===== src/rtl/median_window_fetch.sv =====
// Frame-level fetch controller for a 3x3 median filter over a 64x64
// column-major image. It walks every centre pixel and reads the nine
// mirrored-boundary window taps from a synchronous pixel RAM, one per cycle.
// It then offers the assembled window to the sorter over a valid/ready handshake.
module median_window_fetch #(
    parameter int DATA_W  = 8,
    parameter int ADDR_W  = 13,
    parameter int RAM_LAT = 1
) (
    input  logic                  iClk,
    input  logic                  iRst_n,
    input  logic                  iStart,
    output logic                  oBusy,
    output logic                  oDone,
    output logic [5:0]            oStartRow,
    output logic [5:0]            oStartCol,
    input  logic [ADDR_W-1:0]     iAddrP11,
    input  logic [ADDR_W-1:0]     iAddrP12,
    input  logic [ADDR_W-1:0]     iAddrP13,
    input  logic [ADDR_W-1:0]     iAddrP21,
    input  logic [ADDR_W-1:0]     iAddrP22,
    input  logic [ADDR_W-1:0]     iAddrP23,
    input  logic [ADDR_W-1:0]     iAddrP31,
    input  logic [ADDR_W-1:0]     iAddrP32,
    input  logic [ADDR_W-1:0]     iAddrP33,
    output logic [ADDR_W-1:0]     oRamAddr,
    output logic                  oRamRd,
    input  logic [DATA_W-1:0]     iRamData,
    output logic [9*DATA_W-1:0]   oWin,
    output logic                  oWinValid,
    input  logic                  iWinReady,
    output logic [5:0]            oWinRow,
    output logic [5:0]            oWinCol
);

    typedef enum logic [2:0] {
        S_IDLE,
        S_FETCH,
        S_DRAIN,
        S_HOLD,
        S_DONE
    } state_t;

    localparam logic [3:0] LAST_TAP   = 4'd8;
    localparam logic [1:0] LAST_DRAIN = 2'(RAM_LAT - 1);
    localparam logic [5:0] EDGE_POS   = 6'd63;

    state_t              state;
    state_t              next_state;
    logic [5:0]          row;
    logic [5:0]          col;
    logic [3:0]          tap_cnt;
    logic [1:0]          drain_cnt;
    logic                last_win;
    logic [ADDR_W-1:0]   tap_addr [9];
    logic                cap_vld  [RAM_LAT];
    logic [3:0]          cap_tap  [RAM_LAT];
    logic [9*DATA_W-1:0] win_q;

    assign last_win = (row == EDGE_POS) && (col == EDGE_POS);

    // Decoder taps collected in window order (P11..P33) for the fetch mux.
    always_comb begin
        tap_addr[0] = iAddrP11;
        tap_addr[1] = iAddrP12;
        tap_addr[2] = iAddrP13;
        tap_addr[3] = iAddrP21;
        tap_addr[4] = iAddrP22;
        tap_addr[5] = iAddrP23;
        tap_addr[6] = iAddrP31;
        tap_addr[7] = iAddrP32;
        tap_addr[8] = iAddrP33;
    end

    // State register.
    always_ff @(posedge iClk or negedge iRst_n) begin
        // NOTE: sequential state uses non-blocking assignments only, so every
        // register samples the values from before the clock edge.
        if (!iRst_n) state <= S_IDLE;
        else         state <= next_state;
    end

    // Next-state selection and state-decoded outputs.
    always_comb begin
        // NOTE: every signal written here gets a default first; a path that
        // leaves one unassigned would infer a latch.
        next_state = state;
        oBusy      = 1'b0;
        oDone      = 1'b0;
        oRamRd     = 1'b0;
        oRamAddr   = '0;
        oWinValid  = 1'b0;
        case (state)
            S_IDLE: begin
                if (iStart) next_state = S_FETCH;
            end
            S_FETCH: begin
                oBusy    = 1'b1;
                oRamRd   = 1'b1;
                oRamAddr = tap_addr[tap_cnt];
                if (tap_cnt == LAST_TAP) next_state = S_DRAIN;
            end
            S_DRAIN: begin
                oBusy = 1'b1;
                if (drain_cnt == LAST_DRAIN) next_state = S_HOLD;
            end
            S_HOLD: begin
                oBusy     = 1'b1;
                oWinValid = 1'b1;
                if (iWinReady) next_state = last_win ? S_DONE : S_FETCH;
            end
            S_DONE: begin
                oDone      = 1'b1;
                next_state = S_IDLE;
            end
            default: next_state = S_IDLE;
        endcase
    end

    // Scan position, tap counter and drain counter.
    always_ff @(posedge iClk or negedge iRst_n) begin
        if (!iRst_n) begin
            row       <= '0;
            col       <= '0;
            tap_cnt   <= '0;
            drain_cnt <= '0;
        end else begin
            case (state)
                S_IDLE: begin
                    if (iStart) begin
                        row     <= '0;
                        col     <= '0;
                        tap_cnt <= '0;
                    end
                end
                S_FETCH: begin
                    tap_cnt   <= (tap_cnt == LAST_TAP) ? 4'd0 : tap_cnt + 4'd1;
                    drain_cnt <= '0;
                end
                S_DRAIN: begin
                    drain_cnt <= drain_cnt + 2'd1;
                end
                S_HOLD: begin
                    // Row is the inner scan loop; both wraps are explicit compares.
                    if (iWinReady && !last_win) begin
                        if (row == EDGE_POS) begin
                            row <= '0;
                            col <= col + 6'd1;
                        end else begin
                            row <= row + 6'd1;
                        end
                    end
                end
                default: ;
            endcase
        end
    end

    // Capture pipeline: tap index travels alongside each read and steers the data into its slot.
    always_ff @(posedge iClk or negedge iRst_n) begin
        // NOTE: the window register is reset because it drives a visible output
        // that must read 0 after reset; clearing the capture valids discards any
        // read still in flight.
        if (!iRst_n) begin
            for (int i = 0; i < RAM_LAT; i++) begin
                cap_vld[i] <= 1'b0;
                cap_tap[i] <= '0;
            end
            win_q <= '0;
        end else begin
            cap_vld[0] <= oRamRd;
            cap_tap[0] <= tap_cnt;
            for (int i = 1; i < RAM_LAT; i++) begin
                cap_vld[i] <= cap_vld[i-1];
                cap_tap[i] <= cap_tap[i-1];
            end
            if (cap_vld[RAM_LAT-1]) begin
                win_q[cap_tap[RAM_LAT-1]*DATA_W +: DATA_W] <= iRamData;
            end
        end
    end

    assign oStartRow = row;
    assign oStartCol = col;
    assign oWinRow   = row;
    assign oWinCol   = col;
    assign oWin      = win_q;

endmodule

===== config.mk =====
export PLATFORM = sky130hd
export DESIGN_NAME = median_window_fetch
export DESIGN_NICKNAME = d
export VERILOG_FILES = /design/src/rtl/median_window_fetch.sv
export SDC_FILE = /design/constraint.sdc
export NUM_CORES = 1
export LEC_CHECK = 0
export ABC_AREA = 1
export BUFFER_PORTS_ARGS = -buffer_cell sky130_fd_sc_hd__buf_4
export CAP_MARGIN = 20
export CORE_MARGIN = 4
export CORE_UTILIZATION = 51
export CTS_BUF_LIST = sky130_fd_sc_hd__clkbuf_8
export CTS_CLUSTER_SIZE = 14
export DETAILED_ROUTE_END_ITERATION = 8
export PLACE_DENSITY_LB_ADDON = 0.1
export SKIP_LAST_GASP = 1
export SYNTH_ARGS = -nofsm -noshare
export SYNTH_HDL_FRONTEND = slang
export SYNTH_SLANG_ARGS = --single-unit
export TNS_END_PERCENT = 5

===== constraint.sdc =====
create_clock -name iClk -period 2.4 [get_ports iClk]
set_input_delay 0.12 -clock iClk [delete_from_list [all_inputs] [get_ports iClk]]
set_output_delay 0.12 -clock iClk [all_outputs]
set_load 0.01 [all_outputs]

Yosys cells after proc, flatten, opt, wreduce, memory -nomap -nowiden
Index checks and enable logic that the tools add are counted.

operators by class
  reductions and logical operators = 13
  magnitude comparators = 1
  bitwise logic cells = 1
  add/subtract/negate cells = 5
  shifts and indexed selects = 2
  multiplexer cells = 26
  divide/modulo/power cells = 0
  eq/ne operators = 13
  $mul = 0

operators by type and width
  kind                                                       number
  bitwise mux 72 bit                                         1
  variable shift 8 x 34 -> 72 bit (first input constant)     1
  variable part select 8 x 34 -> 72 bit                      1
  binary-select mux 13 bit (select 4 bit)                    1
  two-way mux 13 bit                                         3
  negation 7 -> 34 bit                                       1
  two-way mux 6 bit                                          5
  one-hot mux 6 bit (2 select lines)                         2
  two-way mux 3 bit                                          5
  adder 6 x 1 -> 6 bit (second input constant)               2
  == test 6 bit (second input constant)                      2
  != test 2 bit (second input constant)                      6
  one-hot mux 3 bit (4 select lines)                         1
  two-way mux 4 bit                                          2
  one-hot mux 4 bit (2 select lines)                         1
  AND reduction 4 bit                                        2
  == test 3 x 2 -> 1 bit (second input constant)             2
  nonzero test 2 bit                                         3
  greater-or-equal comparator 5 bit (second input constant)  1
  NOT 4 -> 5 bit                                             1
  adder 4 x 1 -> 4 bit (second input constant)               1
  == test 4 bit (second input constant)                      1
  two-way mux 1 bit                                          4
  one-hot mux 2 bit (2 select lines)                         1
  other kinds (10)                                           11

storage, ports and cells
  memory bits (writable) = 0
  register bits = 98
  input port bits = 129
  memories kept = 0
  output and inout port bits = 113
  ROM bits = 0
  latch bits = 0

Logic depth before layout (Yosys ltp)
Gate-level depths: netlist of the first run.

  depth in word-level cells = 6
  gate-level depth with buffers = 13
  gate-level depth less buffers = 11

Worst setup path after synthesis of the first run
No wires, ideal clock.

  kind = register to register
  start = reg cap_tap[0] (netlist bit)
  end = reg win_q[24], in the netlist oWin[24]
  setup time = 0.117 ns
  path slack = 0.278 ns
  data arrival time = 2.005 ns
  clock period less this slack = 2.122 ns
  stages on the path, launching flop included = 12
  path buffers = 2
  cells stage by stage = dfrtp_1 buf_2 clkbuf_1 nor3_1 ha_1 inv_1 nor2_8 nand3_4 nor2_8 inv_4 nand2_1 nand2_1

on the way
  cells in the longest elaborated chain, start to end = 3

RTL lines
  item                                                                                      line  RTL
  start, declared                                                                           57    logic [3:0] cap_tap [RAM_LAT];
  start signal, assigned by index                                                           175   cap_tap[i] <= cap_tap[i-1];
  negation 7 -> 34 bit *                                                                    178   win_q[cap_tap[RAM_LAT-1]*DATA_W +: DATA_W] <= iRamData;
  variable part select 8 x 34 -> 72 bit or variable shift 8 x 34 -> 72 bit (tied branches)  178
  bitwise mux 72 bit *                                                                      178
  end signal, assigned by index                                                             178
  end, declared                                                                             58    logic [9*DATA_W-1:0] win_q;

Mark *: on every way between the ends. The rest lies on a longest branch, timed or not.
A chain may end at the register's enable or synchronous reset.

Final worst setup path of the first run
  start = reg tap_cnt[2]
  end = out oRamAddr[11]

on the way
  cells in the longest elaborated chain, start to end = 5

RTL lines
  item                                                    line  RTL
  start, declared                                         52    logic [3:0] tap_cnt;
  start signal, assigned                                  137   tap_cnt <= (tap_cnt == LAST_TAP) ? 4'd0 : tap_cnt + 4'd1;
  NOT 4 -> 5 bit (not written as such)                    100   oRamAddr = tap_addr[tap_cnt];
  binary-select mux 13 bit (select 4 bit)                 100
  two-way mux 13 bit (not written as such) (2 in series)  100
  two-way mux 13 bit                                      93    case (state)
  end, declared                                           26    output logic [ADDR_W-1:0] oRamAddr,

No other way between the ends. The select of a mux whose other input is x is not followed.

==> summary.txt, run 1 <==
Outcome
  – Run status: complete, no violations

Logic synthesis
  – Seq cells post-synth: slightly below 100
  – Leading area contributor after synthesis: dfrtp_1
  – Synthesized Nets: 1081
  – Synth warn: 0
  – Post-Synthesis Cell Area: 6290 µm²
  – Post-synth top area share: between 30% and 40%
  – Count of cell types in the netlist: 32
  – Seq/Total Area, Yosys: 39.0%
  – Mapped Cells: 945
  – Synth area leaders: dfrtp_1, nand2_1, nand3_1
  – Syn avg cell area: about 6.7 µm²

Setup path
  – Most frequent CP cell: buf_4
  – Req. time, crit path: between 2000 and 2500 ps
  – Crit start category: flip-flop
  – Crit Path Max Fanout: 13
  – CP max stage cell: dfrtp_1
  – Crit end category: output pin
  – Worst reg2reg path startpoint: cap_tap[0]$_DFF_PN0_
  – Worst path top cell family by delay: buffers and inverters
  – Crit Path Class: flip-flop to output pin
  – Reg2reg setup slack: 450 ps
  – Crit-path max cell delay: ~520 ps
  – CP arrival: ~2000 ps
  – R2R depth: 8
  – Critical Path Source: tap_cnt[2]$_DFFE_PN0P_
  – Worst-path cell chain: buf_4, nor4_2, buf_4, nand2_1, a21oi_1, buf_4
  – FF-to-FF End: oWin[59]$_DFFE_PN0P_
  – Buffers and inverters on the worst path: 3

GRT
  – First-pass GRT wire length: ~30000 µm
  – GR Overflow Total: 0
  – GRT Total Usage: around a quarter
  – Number of global-route vias before repair: 6102
  – Initial antenna violation count: 0
  – Largest net degree at the start of global routing: between 50 and 60

STA
  – Slew Limit Fails: 0
  – Highest clock rate: about 470 MHz
  – Hold slack final: approximately 13 ps
  – Actual slew at the worst max-slew pin: a little over 600 ps
  – Final setup violation count: 0
  – Setup_tns: 0 ps
  – Post-route clock period utilization: about nine tenths
  – Max-slew headroom: approximately three fifths
  – Fin worst setup slack: approximately 260 ps
  – Final hold vios: 0
  – Clock Skew: roughly 20 ps
  – Minimum clock period: between 2000 and 2500 ps
  – RSZ-0062 raised after global routing: false

Floorplanning
  – Number of core rows: 40
  – I/O Pins: roughly 240
  – Starting density of the core: between 50% and 60%
  – Die Y: between 100 and 150 µm
  – Core Region: 12100 µm²
  – Die width: about 120 µm
  – Die area: between 10000 and 15000 µm²

Worst hold path
  – Worst hold stages: 3
  – Worst hold path type: primary input to flip-flop
  – Worst Hold Launch: iRamData[7]
  – Hold path endpoint: oWin[7]$_DFFE_PN0P_

Place
  – DP Area: around 8000 µm²
  – Dpl hpwl: 14400 µm
  – Final GP Congestion: ~0.90
  – Worst slack at placement: around 470 ps
  – PortBufs: between 200 and 250

Clocking
  – Clk_lat worst skew: between 300 and 400 ps
  – Number of clock sinks: 98
  – CTS Buf Count: 9
  – CTS H-tree depth: 3
  – CTS tree: built
  – Post-CTS setup buffer count: 0
  – Root buffer cell: clkbuf_8
  – Clk buf depth: 2
  – Clk slew on worst S/H paths: between 100 and 150 ps

Detailed routing
  – Via count: around 6600
  – Detailed Route WL: roughly 19000 µm
  – Drt pass-1 iters: 5
  – DR iter-0 viols: 429
  – Antenna Nets Post-Route: 0
  – Vias/cell: 4.90
  – Per-cell routed wire length: about 14 µm
  – DRC: 0

Cells and area
  – Commonest non-fill, non-tap cell in the layout: nand2_1
  – # diodes: 0
  – Final Cell Area: between 8000 and 9000 µm²
  – Number of fill cells in the layout: between 1000 and 1500
  – Nets: approximately 1300
  – Commonest cells after routing, fill and taps aside: nand2_1, buf_4, inv_1
  – Share of layout cells above drive strength 1: a little over a quarter
  – Area growth syn-to-layout: 33.2%

Power and ir drop
  – Design internal power: 4710 µW
  – Sw Share: around 47%
  – Seq pwr share: 30.2%
  – Pleak: roughly 0.0048 µW
  – Clk pwr share: 11.7%
  – Combinational cell fraction of total power: ~58%
  – Pwr Density: between 1000 and 1500 nW/µm²
  – P_sw: approximately 4300 µW
  – Maximum vdd ir drop: between 0.0005 and 0.0006 V

Job
  – Max-cap violations: 0
## synth_stat cells, drive strengths merged
master / n
nand2: 414
inv: 132
nand3: 115
dfrtp: 98
nor2: 65
buf: 39
o21ai: 31
a21oi: 15
nor3: 8
clkbuf: 7
ha: 7
nand4: 6
xor2: 4
nand3b: 1
nor4: 1
o22ai: 1
xnor2: 1
## metrics by stage
stage          utilization, %  power, µW  cells
2_1_floorplan               -       5950    945
3_3_place_gp             67.7       7890   1321
3_5_place_dp             67.7       7980   1321
4_1_cts                  69.5       9030   1338
5_1_grt                  69.5       9740   1338
6_report                 69.5       8980   1338
## power by group through the flow
stage	combinational, µW	clock (µW)	sequential (µW)
finish	5220	1050	2710
global route	5810	1130	2800
CTS	5250	1070	2710
detailed placement	5240	0	2740
global placement	5160	0	2730
floorplan	3050	0	2900
## state kept, by name, summed over array words and instances (netlist names)
name	cells
oWin	72
oStartCol	6
oStartRow	6
cap_tap	4
tap_cnt	4
state	3
drain_cnt	2
cap_vld	1
## kinds of logic (layout without fill, tap and decap cells)
| kind of cell | after synthesis | after routing | synth area share (%) |
|---|---|---|---|
| flops | 98 | 98 | 39.0 |
| simple gates | 610 | 610 | 43.0 |
| compound gates | 47 | 47 | 3.76 |
| buf+inv | 178 | 403 | 12.1 |
| xor+xnor | 5 | 5 | 0.696 |
| fa+ha+maj | 7 | 7 | 1.39 |
## worst max path at each step
| stage | cells after the start | slack, ps | end |
|---|---|---|---|
| global placement | 8 | 560 | oWin[58]$_DFFE_PN0P_ |
| global route | 6 | 140 | oRamAddr[11] |
| CTS | 6 | 210 | oRamAddr[11] |
| finish | 6 | 260 | oRamAddr[11] |
| detailed placement | 8 | 470 | oWin[59]$_DFFE_PN0P_ |
| floorplan | 11 | 280 | oWin[24]$_DFFE_PN0P_ |
## worst reg2reg max path, stage by stage, from the launching register on
cell     delay, ps
dfrtp_1        400
inv_2           50
ha_1           440
inv_1          290
nand3_2        230
inv_1           90
nand2_1        170
nand2_1        120
nand2_1         60
## final cells by class
class                      instances  area [µm²]  area share, %
clock inverter                     7        71.3          0.851
multi-input combinational        669        3080           36.7
sequential                        98        2450           29.3
tap                              168         210           2.51
timing repair buffer             255        1940           23.2
clock buffer                       9         124           1.48
inverter                         132         500           5.97
## timing repair
action,4_1_cts,5_1_grt
resized for setup,0,0
hold buffers,1,0
hold endpoints to repair,45,0
## routing by layer
metal  global-route usage, %  wire length, µm  part of all wire (%)
met1                    33.6             7640                    41
met2                    42.7             9130                    49
met3                    5.51             1200                   6.5
met4                    9.85              536                   2.9
met5                       0                0                     0
(Power assumes the default switching activity.)
==> run 2, diff against run 1 <==
- ABC_AREA: 1 -> unset
- CORE_UTILIZATION: 51 -> 49
==> run 2 against run 1 <==
  * Cell area down 9.5%
  * Die area down 11%
  * Clock skew down 2.6 ps
  * Clock power up 27%
  * Sequential power about the same
  * Sequential share of layout area up 3.1 points
  * Critical path type is now flip-flop to flip-flop
==> summary.txt, run 2 <==
Detailed routing
  – Antenna Nets Post-Route: 0 (unchanged)
  – Drt pass-1 iters: 5 (unchanged)
  – Vias/cell: 5.51 (+12%)
  – Per-cell routed wire length: 18.1 µm (+31%)
  – DR iter-0 viols: 219 (-49%)
  – Detailed Route WL: 15400 µm (-17%)
  – Via count: 4696 (-28%)
  – DRC: 0 (unchanged)

STA
  – Final hold vios: 0 (unchanged)
  – Slew Limit Fails: 0 (unchanged)
  – Highest clock rate: 437 MHz (-6.3%)
  – Max-slew headroom: 55.6% (-3.8 points)
  – Final setup violation count: 0 (unchanged)
  – Setup_tns: 0 ps (unchanged)
  – Clock Skew: 17.0 ps (-2.58 ps)
  – Actual slew at the worst max-slew pin: 661 ps (+52.5 ps)
  – RSZ-0062 raised after global routing: true
  – Minimum clock period: 2290 ps (+145 ps)
  – Post-route clock period utilization: 95.2% (+6.0 points)

Place
  – Final GP Congestion: 0.886 (-1.8%)
  – Dpl hpwl: 12300 µm (-15%)
  – PortBufs: 241 (unchanged)

Logic synthesis
  – Count of cell types in the netlist: 54 (+69%)
  – Commonest cells in the netlist: dfrtp_1, nand2_1, mux2_2
  – Seq cells post-synth: 98 (unchanged)
  – Synth area leaders: dfrtp_1, mux4_2, mux2_2
  – Synth warn: 0 (unchanged)
  – Leading area contributor after synthesis: dfrtp_1
  – Synthesized Nets: 612 (-43%)
  – Top-count cell post-synth: dfrtp_1
  – Main flop type after synthesis: dfrtp_1
  – Syn avg cell area: 11.2 µm² (+69%)
  – Seq/Total Area, Yosys: 45.9% (+6.9 points)
  – Post-Synthesis Cell Area: 5340 µm² (-15%)
  – EDFF count, synth: 0 (unchanged)
  – FFs w/ async S/R, synth: 100% (unchanged)
  – Mapped Cells: 476 (-50%)
  – Post-synth top area share: 45.9% (+6.9 points)

Floorplanning
  – Die Y: 112 µm (-5.6%)
  – I/O Pins: 242 (unchanged)
  – Die width: 112 µm (-5.6%)
  – Starting density of the core: 51.1% (-1.1 points)
  – Die area: 12600 µm² (-11%)
  – Core Region: 10500 µm² (-13%)
  – Number of core rows: 37 (-7.5%)

Power and ir drop
  – Pwr Density: 1190 nW/µm² (+11%)
  – Pleak: 0.00373 µW (-22%)
  – Maximum vdd ir drop: 0.000671 V (+19%)

Clocking
  – CTS Buf Count: 9 (unchanged)
  – Number of clock sinks: 98 (unchanged)
  – Clk slew on worst S/H paths: 90 ps (-20 ps)
  – Post-CTS setup buffer count: 0 (unchanged)
  – CTS H-tree depth: 3 (unchanged)
  – Root buffer cell: clkbuf_8
  – Clk buf depth: 2 (unchanged)
  – Clk_lat worst skew: 360 ps (-20 ps)
  – CTS tree: built

Setup path
  – Crit Path Class: flip-flop to flip-flop
  – R2R depth: 5 (-3)
  – Req. time, crit path: 2640 ps (+360 ps)
  – Crit Path Max Fanout: 8 (-5)
  – Crit start category: flip-flop
  – Crit-path max cell delay: 620 ps (+100 ps)
  – CP max stage cell: nor4_4
  – Crit end category: flip-flop
  – Worst-path cell chain: nor3_1, ha_1, nand3b_1, nor4_4, mux2_2
  – CP arrival: 2530 ps (+510 ps)

Cells and area
  – Core Util, Final: 72.5% (+3.0 points)
  – # diodes: 0 (unchanged)
  – Share of layout cells above drive strength 1: 50.6% (+24 points)
  – Max reg flops: 72 (unchanged)
  – Commonest cells after routing, fill and taps aside: buf_4, dfrtp_1, nand2_1
  – Commonest non-fill, non-tap cell in the layout: buf_4
  – Area growth syn-to-layout: 42.0%
  – Nets: 848 (-35%)

Worst hold path
  – Worst hold stages: 3 (unchanged)
  – Worst hold path type: primary input to flip-flop

Job
  – Max-cap violations: 0 (unchanged)

GRT
  – Largest net degree at the start of global routing: 51 (-12%)
  – GRT Total Usage: 24.9% (-1.1 points)
  – Number of global-route vias before repair: 5133 (-16%)
  – First-pass GRT wire length: 25500 µm (-15%)
  – Initial antenna violation count: 0 (unchanged)
  – GR Overflow Total: 0 (unchanged)

Outcome
  – Run status: complete, no violations
==> run 2: worst paths after layout <==
path                                       from                   end  slack, ps
hold / removal                      iRamData[6]  oWin[30]$_DFFE_PN0P_         30
setup / recovery           cap_tap[0]$_DFF_PN0_  oWin[68]$_DFFE_PN0P_        110
setup reg to reg           cap_tap[0]$_DFF_PN0_  oWin[68]$_DFFE_PN0P_        110
max in group asynchronous                iRst_n  oWin[65]$_DFFE_PN0P_       1400
min in group asynchronous                iRst_n  oWin[58]$_DFFE_PN0P_        300
hold reg to reg            oWin[43]$_DFFE_PN0P_  oWin[43]$_DFFE_PN0P_        500
==> run 2: power breakdown <==
part | internal, µW | leakage (µW) | switching (µW)
Sequential | 2240 | 0.00126 | 485
Clock | 734 | 0.000129 | 599
Combinational | 2550 | 0.00234 | 2440
==> run 2: area by class of cell <==
class / instances / area (µm²)
fillers: 753 / 2880
clock inverters: 6 / 119
multi-input cells: 325 / 2650
repair buffers: 262 / 1990
clock buffers: 10 / 138
flip-flops and latches: 98 / 2460
well taps: 136 / 170
inverters: 16 / 60.1
==> run 2: kinds of logic (layout without fill, tap and decap cells) <==
logic type,count (synthesis),after routing,synth area share (%)
compound gates,72,72,8.90
xor+xnor,3,3,0.492
flops,98,98,45.9
mux,77,77,21.6
simple gates,166,166,16.8
buf+inv,53,294,4.61
fa+ha+maj,7,7,1.64
==> run 2: worst max-delay path: cells and delay by family (launching register included) <==
kind | cells | cell delay (ps)
adder cells (fa/ha/maj) | 1 | 240
flip-flops | 1 | 440
multiplexers | 1 | 420
AND/OR/NAND/NOR | 3 | 1090
==> run 2: repair_timing <==
item / 4_1_cts / 5_1_grt
hold buffers: 1 / 0
hold endpoints to repair: 49 / 0
endpoints found under the setup margin: 0 / 22
gates resized for setup: 0 / 3
==> run 2: per-layer routing <==
layer	wire [µm]	up-vias	GRT usage [%]
met1	5820	2284	29.6
met3	1010	32	5.98
li1	-	2197	-
met5	0	-	0
met4	395	0	8.49
met2	8210	183	44.3
==> run 2: metrics by stage <==
| stage | area [µm²] | hold WS, ps | setup WS (ps) | instances | power [µW] |
|---|---|---|---|---|---|
| after floorplan | 5350 | -176 | 40.7 | 476 | 5560 |
| after global routing | 7580 | 32.9 | -9.72 | 853 | 9670 |
| after detailed placement | 7310 | 191 | 123 | 836 | 7780 |
| after global placement | 7310 | 186 | 228 | 836 | 7620 |
| after CTS | 7580 | 20.8 | 18.5 | 853 | 9120 |
| final | 7580 | 29.0 | 114 | 853 | 9050 |
